$ cat config.mk
export PLATFORM = sky130hd
export DESIGN_NAME = button_conditioner
export DESIGN_NICKNAME = d
export VERILOG_FILES = /design/src/rtl/button_conditioner_pkg.sv /design/src/rtl/button_conditioner_counter.sv /design/src/rtl/button_conditioner.sv
export SDC_FILE = /design/constraint.sdc
export NUM_CORES = 1
export LEC_CHECK = 0
export ABC_AREA = 1
export BUFFER_PORTS_ARGS = -buffer_cell sky130_fd_sc_hd__clkbuf_2
export CORE_MARGIN = 5
export CORE_UTILIZATION = 40
export DETAILED_ROUTE_END_ITERATION = 8
export REMOVE_ABC_BUFFERS = 1
export SLEW_MARGIN = 20
export SYNTH_ARGS = -nofsm -noshare
export SYNTH_HDL_FRONTEND = slang
export SYNTH_SLANG_ARGS = --single-unit
$ cat constraint.sdc
create_clock -name clk -period 1.6 [get_ports clk]
set_input_delay 0.32 -clock clk [delete_from_list [all_inputs] [get_ports clk]]
set_output_delay 0.32 -clock clk [all_outputs]
set_load 0.02 [all_outputs]
$ cat src/rtl/button_conditioner_pkg.sv
// Shared definitions for the per-button input conditioner.
//   state_t                : FSM state encoding (3 bits; codes 5..7 unused)
//   DEF_DEBOUNCE_CYCLES    : default debounce window (10 ms at 50 MHz)
//   DEF_REPEAT_DELAY       : default press-to-first-repeat delay (300 ms)
//   DEF_REPEAT_PERIOD      : default repeat interval (100 ms)
//   DEF_CNT_W              : default interval counter width
package button_conditioner_pkg;

   typedef enum logic [2:0] {
      IDLE        = 3'd0,
      DEB_PRESS   = 3'd1,
      HELD_DELAY  = 3'd2,
      HELD_REPEAT = 3'd3,
      DEB_RELEASE = 3'd4
   } state_t;

   localparam int DEF_DEBOUNCE_CYCLES = 500000;
   localparam int DEF_REPEAT_DELAY    = 15000000;
   localparam int DEF_REPEAT_PERIOD   = 5000000;
   localparam int DEF_CNT_W           = 24;

endpackage

$ cat src/rtl/button_conditioner_counter.sv
// interval_counter: up-counter that stops at a programmable terminal value.
//   clk      : clock
//   rst      : synchronous active-high reset, count -> 0
//   clear    : synchronous clear, count -> 0 (wins over enable)
//   enable   : advance the count by one
//   terminal : value at which done asserts
//   done     : count == terminal (combinational from the count register)
module interval_counter #(
   parameter int W = 24
) (
   input  logic         clk,
   input  logic         rst,
   input  logic         clear,
   input  logic         enable,
   input  logic [W-1:0] terminal,
   output logic         done
);

   logic [W-1:0] count;

   assign done = (count == terminal);

   // Holding at the terminal value means the count can never wrap, even if
   // the owner keeps enable high for a cycle too long.
   always_ff @(posedge clk) begin
      if (rst || clear) begin
         count <= '0;
      end else if (enable && !done) begin
         count <= count + 1'b1;
      end
   end

endmodule

$ cat src/rtl/button_conditioner.sv
// button_conditioner: debounces one synchronized button level and produces
// registered single-cycle press / auto-repeat / release pulses.
//   clk           : clock, all logic on posedge
//   rst           : synchronous active-high reset
//   btn_sync      : synchronized button level, 1 = pressed
//   rep_en        : auto-repeat enable for this button
//   pressed       : debounced button level
//   press_pulse   : one cycle on an accepted press
//   repeat_pulse  : one cycle per auto-repeat event
//   release_pulse : one cycle on an accepted release
module button_conditioner
   import button_conditioner_pkg::*;
#(
   parameter int DEBOUNCE_CYCLES = DEF_DEBOUNCE_CYCLES,
   parameter int REPEAT_DELAY    = DEF_REPEAT_DELAY,
   parameter int REPEAT_PERIOD   = DEF_REPEAT_PERIOD,
   parameter int CNT_W           = DEF_CNT_W
) (
   input  logic clk,
   input  logic rst,
   input  logic btn_sync,
   input  logic rep_en,
   output logic pressed,
   output logic press_pulse,
   output logic repeat_pulse,
   output logic release_pulse
);

   localparam logic [CNT_W-1:0] DEB_TERM = CNT_W'(DEBOUNCE_CYCLES - 1);
   localparam logic [CNT_W-1:0] DLY_TERM = CNT_W'(REPEAT_DELAY - 1);
   localparam logic [CNT_W-1:0] PER_TERM = CNT_W'(REPEAT_PERIOD - 1);

   state_t           state_q, state_d;
   logic             cnt_clear, cnt_en, cnt_done;
   logic [CNT_W-1:0] cnt_term;
   logic             pressed_d, press_d, repeat_d, release_d;

   interval_counter #(.W(CNT_W)) u_cnt (
      .clk      (clk),
      .rst      (rst),
      .clear    (cnt_clear),
      .enable   (cnt_en),
      .terminal (cnt_term),
      .done     (cnt_done)
   );

   // The terminal value depends only on which interval is being timed.
   always_comb begin
      cnt_term = DEB_TERM;
      case (state_q)
         HELD_DELAY:  cnt_term = DLY_TERM;
         HELD_REPEAT: cnt_term = PER_TERM;
         default:     cnt_term = DEB_TERM;
      endcase
   end

   // Within every state the button level is checked first, then rep_en,
   // then the counter terminal. Every state change also clears the counter.
   always_comb begin
      state_d   = state_q;
      cnt_clear = 1'b0;
      cnt_en    = 1'b0;
      press_d   = 1'b0;
      repeat_d  = 1'b0;
      release_d = 1'b0;
      case (state_q)
         IDLE: begin
            if (btn_sync) begin
               state_d   = DEB_PRESS;
               cnt_clear = 1'b1;
            end
         end
         DEB_PRESS: begin
            if (!btn_sync) begin
               state_d   = IDLE;
               cnt_clear = 1'b1;
            end else if (cnt_done) begin
               state_d   = HELD_DELAY;
               cnt_clear = 1'b1;
               press_d   = 1'b1;
            end else begin
               cnt_en = 1'b1;
            end
         end
         HELD_DELAY: begin
            if (!btn_sync) begin
               state_d   = DEB_RELEASE;
               cnt_clear = 1'b1;
            end else if (!rep_en) begin
               // Repeat disabled: park the delay timer at zero.
               cnt_clear = 1'b1;
            end else if (cnt_done) begin
               state_d   = HELD_REPEAT;
               cnt_clear = 1'b1;
               repeat_d  = 1'b1;
            end else begin
               cnt_en = 1'b1;
            end
         end
         HELD_REPEAT: begin
            if (!btn_sync) begin
               state_d   = DEB_RELEASE;
               cnt_clear = 1'b1;
            end else if (!rep_en) begin
               state_d   = HELD_DELAY;
               cnt_clear = 1'b1;
            end else if (cnt_done) begin
               cnt_clear = 1'b1;
               repeat_d  = 1'b1;
            end else begin
               cnt_en = 1'b1;
            end
         end
         DEB_RELEASE: begin
            if (btn_sync) begin
               // Release glitch: still held, restart the repeat delay.
               state_d   = HELD_DELAY;
               cnt_clear = 1'b1;
            end else if (cnt_done) begin
               state_d   = IDLE;
               cnt_clear = 1'b1;
               release_d = 1'b1;
            end else begin
               cnt_en = 1'b1;
            end
         end
         default: begin
            state_d   = IDLE;
            cnt_clear = 1'b1;
         end
      endcase
   end

   // The debounced level is high in every state that follows an accepted
   // press and precedes an accepted release.
   assign pressed_d = (state_d == HELD_DELAY) || (state_d == HELD_REPEAT) ||
                      (state_d == DEB_RELEASE);

   always_ff @(posedge clk) begin
      if (rst) begin
         state_q       <= IDLE;
         pressed       <= 1'b0;
         press_pulse   <= 1'b0;
         repeat_pulse  <= 1'b0;
         release_pulse <= 1'b0;
      end else begin
         state_q       <= state_d;
         pressed       <= pressed_d;
         press_pulse   <= press_d;
         repeat_pulse  <= repeat_d;
         release_pulse <= release_d;
      end
   end

endmodule

==> qor.csv <==
metric,value,unit
vias,2245,
rsz0062_at_grt,yes,
ys_async_sr_fraction,0,%
violations,setup timing,
worst_slack,-158,ps
seq_area_frac_synth,27.3,%
syn_area,2270,um^2
routed_wl,6.12,mm
fp.dieH,85.4,um
start_util,41.3,%
cts_tree,done,
synthTopCellsByCount,"nand2_1, dfxtp_1, nor2_1",
status,"finished, violations left",
synth_area_leaders,"dfxtp_1, nand2_1, nand3_2, a21oi_2, xor2_1",
die_w,85.4,um
fill_cells,546,
clockBufferDepth,2,
hold_buffers,0,
grt_pass1_vias,2203,
ios,8,
final_antenna_net_count,0,
crit_buf_inv,2,
slew_viol_final,0,
cellPowerDensity,531,nW/um^2
hold_viol,0,
rows,27,
ir_worst_vdd,0.000345,V
skew,4.51,ps
tightest_slew,418,ps
diodes,0,
clkSinkCount,31,
regArea,628,um^2
grt_max_degree,25,
relSlewSlack,71.9,%
path_class,reg2reg,
htree_levels,2,
synth.most_common_cell,nand2_1,
critPathArrivalTime,1980,ps
wl_per_cell,13.4,um
drv_cap,0,
multi_input_area,1530,um^2
period_minus_slack,1760,ps
ys_seq_elements,31,
leakage,0.00117,uW
synth_top_area_share,27.3,%
grt_pass1_wl,10.6,mm
syn_inst,316,
nets,389,
first_iter_violations,127,
syn_to_final_growth,35.8,%
antenna_found_initial,0,
fin_crit_sh,110,%
vias_per_cell,4.91,
cp_slowest_cell,dfxtp_4,
drcViolationCount,0,
dominantRegCellSynth,dfxtp_1,
critPathTopFamily,simple AND/OR/NAND/NOR gates,
setup_viol,25,
max_freq,569,MHz
dr.pass1.iters,4,
fin_util,56.1,%
clockRootBuffer,clkbuf_8,
synth_edf_count,0,
gp_congestion,0.909,
ys_types,32,
avgSynthCellArea,7.19,um^2
cts_made_buffers,5,
cp_max_fo,7,
crit_path_start_kind,flip-flop,
path_cells,inv_4 -> nor2_4 -> nand2_1 -> nand2_1 -> o21ai_1 -> nor2_2 -> nand3_4 -> nand3_4 -> clkbuf_16 -> nand3_2 -> a21oi_1,
synth_top_cell_by_area,dfxtp_1,
overflow,0,
port_buffers,7,
finalPower,1640,uW
clk_pin_slew,70,ps
end_kind,flip-flop,
yosys_warnings,0,
hold_class,in2reg,
crit_required,1820,ps
globalRouteTotalUtil,18.2,%
fp.dieArea,7290,um^2
clk_latency,290,ps
core_area,5510,um^2
post-dp-hpwl,4.52,mm
critPathMaxStageDelay,390,ps
layout-drive-gt1-share,38.7,%
## final cells by class
cell class	instances	area share [%]
Timing Repair Buffer	72	20.1
Sequential cell	31	20.3
Clock buffer	8	3.24
Multi-Input combinational cell	243	49.5
Inverter	31	3.93
Tap cell	72	2.92
## report_power, final
| group | total, uW | switching (uW) | internal [uW] |
|---|---|---|---|
| combinational | 163 | 97.4 | 66.1 |
| clock | 700 | 307 | 393 |
| sequential | 776 | 2.97 | 773 |
| total | 1640 | 407 | 1230 |
## cells by family after synthesis
logic type / share of synthesized area [%]
adder cells (fa/ha/maj): 0.551
buffers and inverters: 10.4
AND/OR/NAND/NOR: 43.1
AO/OA/AOI/OAI: 11.0
flip-flops: 27.3
XOR/XNOR: 7.71
## what timing repair did
action                                  CTS  global route
pin swaps                                 1             4
setup buffers                             3             1
resized for setup                        20            11
endpoints found under the setup margin   31            31
cloned                                    0             1
## registers in the layout (all words and copies together) (netlist names)
signal	cells
release_pulse	1
u_cnt.count	24
repeat_pulse	1
press_pulse	1
pressed	1
state_q	3
## cells in the final DEF (no fill, tap or decap), types with 3 or more instances in the layout
cell type and count:
nand3_4 5, clkbuf_2 7, clkbuf_8 7, nand4_1 5, buf_4 57, dfxtp_2 3
nor2_1 27, nand3_2 19, nand2_2 6, a21oi_1 4, nor2_2 4, inv_1 29
buf_12 6, dfxtp_1 27, xnor2_1 4, nor3_1 12, nand2_1 76, nand3_1 23
a21oi_2 21, xor2_1 16, nor2_4 4
## final timing paths
kind / start / to / slack, ps / depth (start not counted)
max: state_q[1] / u_cnt.count[4] / -160 / 11
min: rst / state_q[2] / 230 / 2
max reg2reg: state_q[1] / u_cnt.count[4] / -160 / 11
min reg2reg: u_cnt.count[11] / u_cnt.count[11] / 550 / 2
## through the flow
step / TNS [ps] / setup slack [ps] / hold WS [ps] / cells / cell area [um^2]
detailed placement: -5890 / -236 / 534 / 444 / 2800
floorplan: -8100 / -324 / 399 / 305 / 2150
CTS: -2550 / -130 / 217 / 455 / 3000
finish: -3280 / -158 / 231 / 457 / 3090
global placement: -5470 / -211 / 522 / 444 / 2800
global route: -6520 / -288 / 228 / 457 / 3090
## metal layers
layer / GRT usage, % / vias to the layer above / wire length (um)
met5: 0 / - / 0
met4: 4.32 / 0 / 78
met3: 3.79 / 9 / 186
met2: 30.1 / 39 / 2930
met1: 24.1 / 1038 / 2930
li1: - / 1159 / -
(Power assumes the default switching activity.)
